File: src/rtl/cond_flag_unit_if.sv
// Bus bundle for cond_flag_unit.
// The master side drives the ALU result, control and condition code; the slave side returns flags and stack status.
interface cond_flag_unit_if #(
  parameter int WIDTH = 64,
  parameter int DEPTH = 4
);
  logic [WIDTH-1:0]             aluResult;
  logic [WIDTH-1:0]             aluCarry;
  logic                         is32;
  logic                         setFlag;
  logic                         push;
  logic                         pop;
  logic [3:0]                   cond;
  logic                         zFlag;
  logic                         oFlag;
  logic                         cFlag;
  logic                         nFlag;
  logic                         condPass;
  logic [$clog2(DEPTH+1)-1:0]   depthCount;
  logic                         stackFull;
  logic                         stackEmpty;
  logic                         stackErr;

  modport master (
    output aluResult, aluCarry, is32, setFlag, push, pop, cond,
    input  zFlag, oFlag, cFlag, nFlag, condPass, depthCount,
           stackFull, stackEmpty, stackErr
  );

  modport slave (
    input  aluResult, aluCarry, is32, setFlag, push, pop, cond,
    output zFlag, oFlag, cFlag, nFlag, condPass, depthCount,
           stackFull, stackEmpty, stackErr
  );
endinterface

File: src/rtl/cond_flag_unit.sv
// NZCV flag derivation, flag register, ARM condition evaluator and flag save/restore stack.
// Optional macro FLAG_BYPASS_EN forwards freshly derived flags into condPass while setFlag is asserted.
module cond_flag_unit #(
  parameter int WIDTH = 64,
  parameter int DEPTH = 4
) (
  input logic              clk,
  input logic              reset,
  cond_flag_unit_if.slave  bus
);
  localparam int DW     = $clog2(DEPTH + 1);
  localparam int AW     = (DEPTH > 1) ? $clog2(DEPTH) : 1;
  localparam int MSB_W  = WIDTH - 1;
  localparam int MSB_32 = (WIDTH > 32) ? 31 : WIDTH - 1;

  typedef struct packed {
    logic n;
    logic z;
    logic c;
    logic v;
  } flags_t;

  flags_t          flags_q, flags_d;
  flags_t          derived, evalFlags, topEntry;
  flags_t          stack_q [DEPTH];
  logic [DW-1:0]   depth_q, depth_d;
  logic            err_q, err_d;
  logic            full, empty;
  logic            doPush, doPop, doSwap, pushErr, popErr;
  logic [AW-1:0]   wrIdx, topIdx;

  // W-register mode only narrows the view when the datapath is wider than 32 bits.
  always_comb begin
    derived = '0;
    if (bus.is32 && (WIDTH > 32)) begin
      derived.n = bus.aluResult[MSB_32];
      derived.z = ~|bus.aluResult[MSB_32:0];
      derived.c = bus.aluCarry[MSB_32];
      derived.v = bus.aluCarry[MSB_32] ^ bus.aluCarry[MSB_32-1];
    end else begin
      derived.n = bus.aluResult[MSB_W];
      derived.z = ~|bus.aluResult;
      derived.c = bus.aluCarry[MSB_W];
      derived.v = bus.aluCarry[MSB_W] ^ bus.aluCarry[MSB_W-1];
    end
  end

  assign full     = (depth_q == DW'(DEPTH));
  assign empty    = (depth_q == '0);
  // Push+pop on an empty stack degrades to a plain push plus an error.
  assign doSwap   = bus.push & bus.pop & ~empty;
  assign doPush   = bus.push & ~full & (~bus.pop | empty);
  assign doPop    = bus.pop & ~bus.push & ~empty;
  assign pushErr  = bus.push & ~bus.pop & full;
  assign popErr   = bus.pop & empty;
  assign wrIdx    = AW'(depth_q);
  assign topIdx   = AW'(depth_q - 1'b1);
  assign topEntry = stack_q[topIdx];

  always_comb begin
    flags_d = flags_q;
    depth_d = depth_q;
    err_d   = err_q | pushErr | popErr;
    if (doPop || doSwap) begin
      flags_d = topEntry;
    end else if (bus.setFlag) begin
      flags_d = derived;
    end
    if (doPush) begin
      depth_d = depth_q + 1'b1;
    end else if (doPop) begin
      depth_d = depth_q - 1'b1;
    end
  end

  always_ff @(posedge clk) begin
    if (!reset) begin
      flags_q <= '0;
      depth_q <= '0;
      err_q   <= 1'b0;
    end else begin
      flags_q <= flags_d;
      depth_q <= depth_d;
      err_q   <= err_d;
    end
  end

  // Stack storage has no reset; entries above depthCount are never read.
  always_ff @(posedge clk) begin
    if (reset) begin
      if (doPush) begin
        stack_q[wrIdx] <= flags_q;
      end else if (doSwap) begin
        stack_q[topIdx] <= flags_q;
      end
    end
  end

`ifdef FLAG_BYPASS_EN
  assign evalFlags = (bus.setFlag && !bus.pop) ? derived : flags_q;
`else
  assign evalFlags = flags_q;
`endif

  always_comb begin
    bus.condPass = 1'b1;
    unique case (bus.cond)
      4'd0:    bus.condPass = evalFlags.z;
      4'd1:    bus.condPass = ~evalFlags.z;
      4'd2:    bus.condPass = evalFlags.c;
      4'd3:    bus.condPass = ~evalFlags.c;
      4'd4:    bus.condPass = evalFlags.n;
      4'd5:    bus.condPass = ~evalFlags.n;
      4'd6:    bus.condPass = evalFlags.v;
      4'd7:    bus.condPass = ~evalFlags.v;
      4'd8:    bus.condPass = evalFlags.c & ~evalFlags.z;
      4'd9:    bus.condPass = ~evalFlags.c | evalFlags.z;
      4'd10:   bus.condPass = (evalFlags.n == evalFlags.v);
      4'd11:   bus.condPass = (evalFlags.n != evalFlags.v);
      4'd12:   bus.condPass = ~evalFlags.z & (evalFlags.n == evalFlags.v);
      4'd13:   bus.condPass = evalFlags.z | (evalFlags.n != evalFlags.v);
      default: bus.condPass = 1'b1;
    endcase
  end

  assign bus.nFlag      = flags_q.n;
  assign bus.zFlag      = flags_q.z;
  assign bus.cFlag      = flags_q.c;
  assign bus.oFlag      = flags_q.v;
  assign bus.depthCount = depth_q;
  assign bus.stackFull  = full;
  assign bus.stackEmpty = empty;
  assign bus.stackErr   = err_q;
endmodule

File: src/flat_wrapper.sv
// flat-port wrapper written by rule: the top's interface ports become plain ports
module cond_flag_unit_flat 
#(
  parameter int WIDTH = 64,
  parameter int DEPTH = 4
)
  (clk, reset, bus_aluResult, bus_aluCarry, bus_is32, bus_setFlag, bus_push, bus_pop, bus_cond, bus_zFlag, bus_oFlag, bus_cFlag, bus_nFlag, bus_condPass, bus_depthCount, bus_stackFull, bus_stackEmpty, bus_stackErr);
  cond_flag_unit_if #(.WIDTH(WIDTH), .DEPTH(DEPTH)) bus_i ();
  input logic clk;
  input logic reset;
  input wire logic [$bits(bus_i.aluResult)-1:0] bus_aluResult;
  input wire logic [$bits(bus_i.aluCarry)-1:0] bus_aluCarry;
  input wire logic [$bits(bus_i.is32)-1:0] bus_is32;
  input wire logic [$bits(bus_i.setFlag)-1:0] bus_setFlag;
  input wire logic [$bits(bus_i.push)-1:0] bus_push;
  input wire logic [$bits(bus_i.pop)-1:0] bus_pop;
  input wire logic [$bits(bus_i.cond)-1:0] bus_cond;
  output wire logic [$bits(bus_i.zFlag)-1:0] bus_zFlag;
  output wire logic [$bits(bus_i.oFlag)-1:0] bus_oFlag;
  output wire logic [$bits(bus_i.cFlag)-1:0] bus_cFlag;
  output wire logic [$bits(bus_i.nFlag)-1:0] bus_nFlag;
  output wire logic [$bits(bus_i.condPass)-1:0] bus_condPass;
  output wire logic [$bits(bus_i.depthCount)-1:0] bus_depthCount;
  output wire logic [$bits(bus_i.stackFull)-1:0] bus_stackFull;
  output wire logic [$bits(bus_i.stackEmpty)-1:0] bus_stackEmpty;
  output wire logic [$bits(bus_i.stackErr)-1:0] bus_stackErr;
  assign bus_i.aluResult = bus_aluResult;
  assign bus_i.aluCarry = bus_aluCarry;
  assign bus_i.is32 = bus_is32;
  assign bus_i.setFlag = bus_setFlag;
  assign bus_i.push = bus_push;
  assign bus_i.pop = bus_pop;
  assign bus_i.cond = bus_cond;
  assign bus_zFlag = bus_i.zFlag;
  assign bus_oFlag = bus_i.oFlag;
  assign bus_cFlag = bus_i.cFlag;
  assign bus_nFlag = bus_i.nFlag;
  assign bus_condPass = bus_i.condPass;
  assign bus_depthCount = bus_i.depthCount;
  assign bus_stackFull = bus_i.stackFull;
  assign bus_stackEmpty = bus_i.stackEmpty;
  assign bus_stackErr = bus_i.stackErr;
  cond_flag_unit #(.WIDTH(WIDTH), .DEPTH(DEPTH)) u_core (.clk(clk), .reset(reset), .bus(bus_i));
endmodule
File: config.mk
export PLATFORM = sky130hd
export DESIGN_NAME = cond_flag_unit_flat
export DESIGN_NICKNAME = d
export VERILOG_FILES = /design/src/rtl/cond_flag_unit_if.sv /design/src/rtl/cond_flag_unit.sv /design/src/flat_wrapper.sv
export SDC_FILE = /design/constraint.sdc
export NUM_CORES = 1
export LEC_CHECK = 0
export CAP_MARGIN = 20
export CORE_MARGIN = 8
export CORE_UTILIZATION = 29
export DETAILED_ROUTE_END_ITERATION = 16
export PLACE_DENSITY = 0.8
export SYNTH_ARGS = -nofsm -noshare
export SYNTH_HDL_FRONTEND = slang
export SYNTH_SLANG_ARGS = --single-unit
File: constraint.sdc
create_clock -name clk -period 2.2 [get_ports clk]
set_input_delay 0.44 -clock clk [delete_from_list [all_inputs] [get_ports clk]]
set_output_delay 0.44 -clock clk [all_outputs]
set_load 0.01 [all_outputs]
Yosys cells after proc, flatten, opt, wreduce, memory -nomap -nowiden. Memory sizes are Yosys's and may differ from the RTL's. Cells that the tools add are included.

$add $sub $neg: 2. Equal/unequal tests: 16. Muxes and demuxes: 16. Bitwise operators: 26. Reductions and logical operators: 10.

Operators by type and width (count): OR reduction 64 bit (1); OR reduction 32 bit (1); equality test 4 bit, second input constant (6); equality test 4 x 3 -> 1 bit, second input constant (4); two-way mux 4 bit (4); case mux 1 bit (14 select lines) (1); bitwise AND 1 bit (11); equality test 4 x 2 -> 1 bit, second input constant (2); two-way mux 1 bit (8); inverter 1 bit (8); two-way mux 3 bit (2); OR 1 bit (5); equality test 4 x 1 -> 1 bit, second input constant (1); zero test 4 bit (1); nonzero test 2 bit (2); OR reduction 4 bit (1); adder 3 x 1 -> 3 bit, second input constant (1); equality test 3 bit, second input constant (1); zero test 3 bit (1); subtractor 3 x 1 -> 3 bit, second input constant (1); zero test 1 bit (2); two-way mux 2 bit (1); bitwise XOR 1 bit (2); equality test 1 bit (1); 2 further kinds (2).

Register bits: 8. Bits in writable memories: 16. Bits of input ports: 138. Output and inout port bits: 11. Memories: 1.

Memory list: u_core.stack_q (depth 4, width 4, rd ports 1, clocked after memory_dff 0, wr ports 1, line cond_flag_unit.sv:25) `flags_t stack_q [DEPTH];`.

Longest topological paths before layout. Gate-level depths: netlist (run 1).

Word-level depth: 9. Depth in mapped cells: 8. Mapped depth without buffers: 7.

Worst setup path after synthesis (run 1). No wires, ideal clock.

Path type: register to register. Start: register u_core.depth_q[0] (netlist: u_core.bus.depthCount[0]). End: memory u_core.stack_q[2][0] (netlist name) (enable). Setup time: 339 ps. Arrival time: 1721 ps. Data required time: 1861 ps. Slack: 139 ps. Cell stages (with the launch flop): 7. Path through: dfxtp_1 > buf_6 > inv_1 > ha_1 > mux2i_2 > nand3_1 > a21oi_1.

Cells in the longest elaborated chain, start to end: 9.

Ends and longest elaborated chain: start: declaration (line cond_flag_unit.sv:26) `logic [DW-1:0] depth_q, depth_d;`; start signal: assignment (line cond_flag_unit.sv:83) `depth_q <= depth_d;`; equality test 3 bit / zero test 3 bit (equally long branches) (line cond_flag_unit.sv:48, cond_flag_unit.sv:49); inverter 1 bit (on tied branches) (line cond_flag_unit.sv:52, cond_flag_unit.sv:51); bitwise AND 1 bit (on tied branches) (line cond_flag_unit.sv:52, cond_flag_unit.sv:51); bitwise AND 1 bit / two-way mux 1 bit (equally long branches) (line cond_flag_unit.sv:52, cond_flag_unit.sv:93); two-way mux 1 bit (line cond_flag_unit.sv:91) `if (doPush) begin`; two-way mux 1 bit (line cond_flag_unit.sv:90) `if (reset) begin`; two-way mux 1 bit (implied by the code) (line cond_flag_unit.sv:94) `stack_q[topIdx] <= flags_q;`; OR reduction 4 bit (no source line); two-way mux 2 bit (no source line) / two-way mux 1 bit (equally long branches); end: declaration (line cond_flag_unit.sv:25).

Several ways; a longest one is shown, not always the timed one.

Worst setup path in the final report (run 1).
Start: register u_core.flags_q, in the netlist u_core.bus.cFlag. End: output bus_condPass.

Cells in the longest elaborated chain, start to end: 3.

Ends and longest elaborated chain: start: declaration (line cond_flag_unit.sv:23) `flags_t flags_q, flags_d;`; start signal: assignment (line cond_flag_unit.sv:82) `flags_q <= flags_d;`; inverter 1 bit (line cond_flag_unit.sv:111, cond_flag_unit.sv:117); OR 1 bit (line cond_flag_unit.sv:117) `4'd9: bus.condPass = ~evalFlags.c | evalFlags.z;`; case mux 1 bit (14 select lines) * (line cond_flag_unit.sv:107) `unique case (bus.cond)`; end: declaration (line flat_wrapper.sv:22) `output wire logic [$bits(bus_i.condPass)-1:0] bus_condPass;`.

Mark *: on every way between the ends. The rest lies on a longest branch, timed or not.

==> results.json, run 1 <==
{
  "status": "complete, no violations",
  "hp-start": "u_core.bus.stackErr$_SDFF_PN0_",
  "root_buffer": "clkbuf_8",
  "yosys.area.top_type": "edfxtp_1",
  "via_per_inst": 4.888,
  "dp_hpwl_um": 4159,
  "rsz0062_at_grt": "true",
  "clk_transition_reported_paths_ps": 70,
  "grt_pass1_wl_um": 7762,
  "cp-end-kind": "output port",
  "final_layout_size_suffix_gt1_share_pct": 15.29,
  "slew_viol_final": 0,
  "cts_tree": "built",
  "io_buffers": 88,
  "worstMarginPinSlew_ps": 376.4,
  "clock_sinks": 24,
  "final_net_count": 384,
  "insertion_delay_ps": 260,
  "die_area_um2": 7588,
  "syn2layout_area_growth_pct": 77.99,
  "synth_commonest_cells": "16 x edfxtp_1, 14 x nor4_1, 10 x a21oi_1, 10 x nand2_1, 9 x nand3_1",
  "synth_edf_count": 16,
  "io_pins": 149,
  "hold_slack_ps": 470.3,
  "grt_max_degree": 14,
  "synth_seq_area_share_pct": 43.69,
  "antenna_found_initial": 0,
  "ys_dominant_reg_cell": "edfxtp_1",
  "antenna_cells": 0,
  "total_leakage_power_nw": 0.9459,
  "hold_depth": 2,
  "worst_r2r_path_depth": 6,
  "yosysMostFrequentCell": "edfxtp_1",
  "crit_type": "reg2out",
  "crit_fanout": 2,
  "skew_ps": 6.702,
  "critPathLaunch": "u_core.bus.cFlag$_SDFFE_PN0P_",
  "hp-class": "reg2reg",
  "start_util_pct": 29.46,
  "clock_path_buffers": 2,
  "r2r_setup_slack_ps": 380,
  "syn_area_per_cell_um2": 10.86,
  "max_freq_mhz": 468.6,
  "final-setup-viol-count": 0,
  "first_pass_iters": 4,
  "syn_area_um2": 1466,
  "h-tree-depth": 1,
  "final_cells": 312,
  "peakVddDrop_v": 0.0002561,
  "post-route-cell-area_um2": 2610,
  "startpoint_type": "flip-flop",
  "drt-initial-drc-count": 64,
  "gp_congestion": 0.7953,
  "wire_per_inst_um": 16.21,
  "yosys_warnings": 0,
  "r2r-end": "u_core.stack_q[0][2]$_DFFE_PP_",
  "async_reset_ff_share_pct": 0,
  "powerDensity_nw_per_um2": 538.1,
  "relSlewSlack_pct": 74.41,
  "synth-seq-cells": 24,
  "post-route-min-period_ps": 2134,
  "die_h_um": 87.11,
  "core_um2": 4977,
  "place_ws_ps": -764.4,
  "cp.arrival_ps": 1690,
  "fin_util_pct": 52.44,
  "synthTopCellsByArea": "edfxtp_1 33%, dfxtp_1 11%, nor4_1 6.0%",
  "grt_pass1_vias": 1598,
  "place_area_um2": 2550,
  "grt_use_total_pct": 13.15,
  "synth_top_area_share_pct": 32.76,
  "ant_nets": 0,
  "cp-endpoint": "bus_condPass",
  "final-hold-violation-count": 0,
  "r2r-start": "u_core.bus.depthCount[1]$_SDFFE_PN0P_",
  "wl_um": 5057,
  "grt.overflow.total": 0,
  "fin_tns_setup_ps": 0,
  "fin_crit_sh_pct": 97.01,
  "fin_ws_ps": 65.84,
  "drv_cap": 0,
  "cts_hold_buf": 0,
  "fp.dieW_um": 87.11,
  "required_ps": 1760,
  "synth.distinct_cells": 46,
  "drc": 0,
  "cts_buffers": 3,
  "syn-instance-count": 135,
  "vias": 1525,
  "syn_nets": 276,
  "postCtsSetupRepairBufs": 0,
  "placed_cells": 308,
  "num_rows": 26,
  "power.total_mw": 1.404
}
[critical path, stage by stage, from the launching register on]
cell and delay [ps]:
dfxtp_2 330, mux4_2 480, xnor2_2 160, a22o_1 210, a21oi_1 110, buf_2 140
[cells by family after synthesis]
logic type / after synthesis / synth area share [%]
AND/OR/NAND/NOR: 58 / 23.81
adder cells (fa/ha/maj): 3 / 2.560
multiplexers: 9 / 11.43
flip-flops: 24 / 43.69
AO/OA/AOI/OAI: 26 / 11.09
XOR/XNOR: 6 / 4.523
buffers and inverters: 9 / 2.900
[where the power goes]
group          total, mW  internal [mW]  switching [mW]
clock              0.259          0.129           0.130
sequential         0.545          0.527          0.0180
combinational      0.600          0.352           0.248
total               1.40           1.01           0.396
[worst min path at each step]
stage                                     end
5_1_grt        u_core.bus.stackErr$_SDFF_PN0_
3_5_place_dp   u_core.bus.stackErr$_SDFF_PN0_
6_report       u_core.bus.stackErr$_SDFF_PN0_
4_1_cts        u_core.bus.stackErr$_SDFF_PN0_
2_1_floorplan  u_core.bus.stackErr$_SDFF_PN0_
3_3_place_gp   u_core.bus.stackErr$_SDFF_PN0_
[flip-flops by register name (all words and copies together) (netlist names)]
| signal | count |
|---|---|
| u_core.stack_q | 16 |
| u_core.bus.depthCount | 3 |
| u_core.bus.cFlag | 1 |
| u_core.bus.nFlag | 1 |
| u_core.bus.oFlag | 1 |
| u_core.bus.stackErr | 1 |
| u_core.bus.zFlag | 1 |
[routing by layer]
layer	share of wire, %	track usage, %
met5	0	0
met4	1.1	3.281
met3	9.2	4.434
met2	45	21.79
met1	44	15.86
[area by class of cell]
type	instances	area (µm²)
repair buffers	106	1003
flip-flops and latches	24	641.9
well taps	70	87.58
inverters	6	22.52
fillers	443	2367
clock buffers	4	45.04
multi-input cells	102	809.5
[cells in the final DEF, fill, tap and decap left out, drive strengths merged, types with 5 or more instances in the layout]
cell / count
a21oi: 10
buf: 20
nand3: 9
clkdlybuf4s50: 84
nor4: 14
inv: 6
edfxtp: 16
nand2: 10
dfxtp: 8
mux4: 5
[timing repair]
| action | in CTS | in global routing |
|---|---|---|
| gates resized for setup | 12 | 3 |
| setup endpoints to repair | 3 | 3 |
| cloned | 0 | 0 |
| pin swaps | 2 | 0 |
Power figures use the tool's default switching activity.
==> run 2: changes to the inputs <==
--- a/config.mk
+++ b/config.mk
@@ -7,9 +7,10 @@
 export LEC_CHECK = 0
 export CAP_MARGIN = 20
 export CORE_MARGIN = 8
-export CORE_UTILIZATION = 29
+export CORE_UTILIZATION = 30
+export CTS_BUF_LIST = sky130_fd_sc_hd__clkbuf_4 sky130_fd_sc_hd__clkbuf_8
 export DETAILED_ROUTE_END_ITERATION = 16
-export PLACE_DENSITY = 0.8
+export PLACE_DENSITY = 0.83
 export SYNTH_ARGS = -nofsm -noshare
 export SYNTH_HDL_FRONTEND = slang
 export SYNTH_SLANG_ARGS = --single-unit
==> results.json, run 2 (synthesized netlist as in run 1, its figures left out) <==
{
  "grt_pass1_wl_um": 7935,
  "start_util_pct": 31.05,
  "most-common-layout-cells": "84 x clkdlybuf4s50_1, 18 x buf_4, 16 x edfxtp_1",
  "drc": 0,
  "core_um2": 4723,
  "skew_ps": 1.027,
  "postCtsSetupRepairBufs": 0,
  "max_stage_delay_ps": 500,
  "wire_per_inst_um": 16.41,
  "power.total_mw": 1.395,
  "fin_util_pct": 55.13,
  "cp-end-kind": "output port",
  "post-route-min-period_ps": 2145,
  "r2r_setup_slack_ps": 390,
  "grt_max_degree": 14,
  "final-setup-viol-count": 0,
  "final_cells": 309,
  "dp_hpwl_um": 4320,
  "final_common_cell": "clkdlybuf4s50_1",
  "io_buffers": 88,
  "post-route-cell-area_um2": 2604,
  "worst_hold_path.endpoint": "u_core.bus.stackErr$_SDFF_PN0_",
  "startpoint_type": "flip-flop",
  "cts_buffers": 3,
  "relSlewSlack_pct": 74.99,
  "cp.arrival_ps": 1710,
  "clk_transition_reported_paths_ps": 80,
  "required_ps": 1760,
  "final.fill_count": 416,
  "place_area_um2": 2546,
  "fin_crit_sh_pct": 97.52,
  "cts_hold_buf": 0,
  "h-tree-depth": 1,
  "num_rows": 25,
  "worst_r2r_path_depth": 6,
  "regMostFlops": "u_core.stack_q",
  "final-seq-area_um2": 641.9,
  "cts_tree": "built",
  "r2r-end": "u_core.stack_q[0][0]$_DFFE_PP_",
  "via_per_inst": 4.968,
  "antenna_cells": 0,
  "worstMarginPinSlew_ps": 367.9,
  "vias": 1535,
  "antenna_found_initial": 0,
  "insertion_delay_ps": 260,
  "ant_nets": 0,
  "multiInputGateArea_um2": 807.0,
  "hp-start": "u_core.bus.stackErr$_SDFF_PN0_",
  "rsz0062_at_grt": "true",
  "grt_use_total_pct": 13.51,
  "fp.dieW_um": 85.92,
  "wl_um": 5071,
  "status": "complete, no violations",
  "hold_slack_ps": 499.6,
  "drt-initial-drc-count": 90,
  "die_area_um2": 7381,
  "crit_chain": "mux4_2 > xnor2_2 > a22o_1 > a21oi_2 > buf_2",
  "r2r-start": "u_core.bus.depthCount[1]$_SDFFE_PN0P_",
  "largest_reg_flops": 16,
  "final_net_count": 384,
  "clock_path_buffers": 2,
  "syn2layout_area_growth_pct": 77.56,
  "final_layout_size_suffix_gt1_share_pct": 15.29,
  "max_freq_mhz": 466.1,
  "final-hold-violation-count": 0,
  "grt_pass1_vias": 1669,
  "slew_viol_final": 0,
  "peakVddDrop_v": 0.0002747,
  "placed_cells": 305,
  "gp_congestion": 0.8016,
  "die_h_um": 85.92,
  "io_pins": 149,
  "clock_sinks": 24,
  "root_buffer": "clkbuf_8",
  "slowest_stage": "mux4_2",
  "crit_type": "reg2out",
  "first_pass_iters": 4,
  "powerDensity_nw_per_um2": 535.7,
  "hold_depth": 2,
  "grt.overflow.total": 0,
  "drv_cap": 0,
  "total_leakage_power_nw": 0.9448,
  "crit_fanout": 2,
  "hp-class": "reg2reg"
}
## run 2: changes by cell type in the layout (fill, tap and decap cells not counted), sizes merged
cell    previous run  this run
clkbuf             4         3
clkinv             0         1
## run 2: metal layers
layer  GRT usage (%)  part of all wire, %  vias up
met2           22.95                   47       78
li1                -                    -      753
met3           4.585                   10        7
met4           2.866                 0.91        0
met5               0                    0        -
met1           15.97                   42      697
## run 2: area by class of cell
type	count	share of cell area [%]
inverter	6	0.8650
multi-input combinational	102	30.99
tap	67	3.220
sequential	24	24.65
clock inverter	1	0.1442
clock buffer	3	1.586
timing repair buffer	106	38.54
## run 2: repair_timing
| action | 4_1_cts | 5_1_grt |
|---|---|---|
| setup endpoints to repair | 3 | 3 |
| pin swaps | 2 | 0 |
| gates resized for setup | 13 | 2 |
| hold endpoints to repair | 0 | 0 |
## run 2: how the worst max path moves through the flow
| stage | start | end | slack (ps) | cells past startpoint |
|---|---|---|---|---|
| 2_1_floorplan | u_core.bus.depthCount[0]$_SDFFE_PN0P_ | u_core.stack_q[2][0]$_DFFE_PP_ | 140 | 6 |
| 3_3_place_gp | bus_cond[2] | bus_condPass | -710 | 6 |
| 3_5_place_dp | bus_cond[2] | bus_condPass | -770 | 6 |
| 4_1_cts | u_core.bus.oFlag$_SDFFE_PN0P_ | bus_condPass | 40 | 5 |
| 5_1_grt | u_core.bus.oFlag$_SDFFE_PN0P_ | bus_condPass | -30 | 5 |
| 6_report | u_core.bus.oFlag$_SDFFE_PN0P_ | bus_condPass | 50 | 5 |
## run 2: through the flow
stage | worst slack [ps] | setup TNS, ps
floorplan | 139.3 | 0
global route | -33.25 | -33.25
global placement | -714.1 | -714.1
CTS | 42.28 | 0
detailed placement | -770.3 | -770.3
finish | 54.65 | 0
## run 2: worst max-delay path, delay by kind of cell, from the launching register on
family / cells / cell delay, ps
mux: 1 / 500
flops: 1 / 320
xor+xnor: 1 / 150
compound gates: 2 / 330
buf+inv: 1 / 140
## run 2: power breakdown
part | total [mW] | switching, mW | internal, mW | leakage, nW
clock | 0.255 | 0.131 | 0.125 | 0.0231
combinational | 0.595 | 0.244 | 0.351 | 0.707
sequential | 0.544 | 0.0177 | 0.526 | 0.215
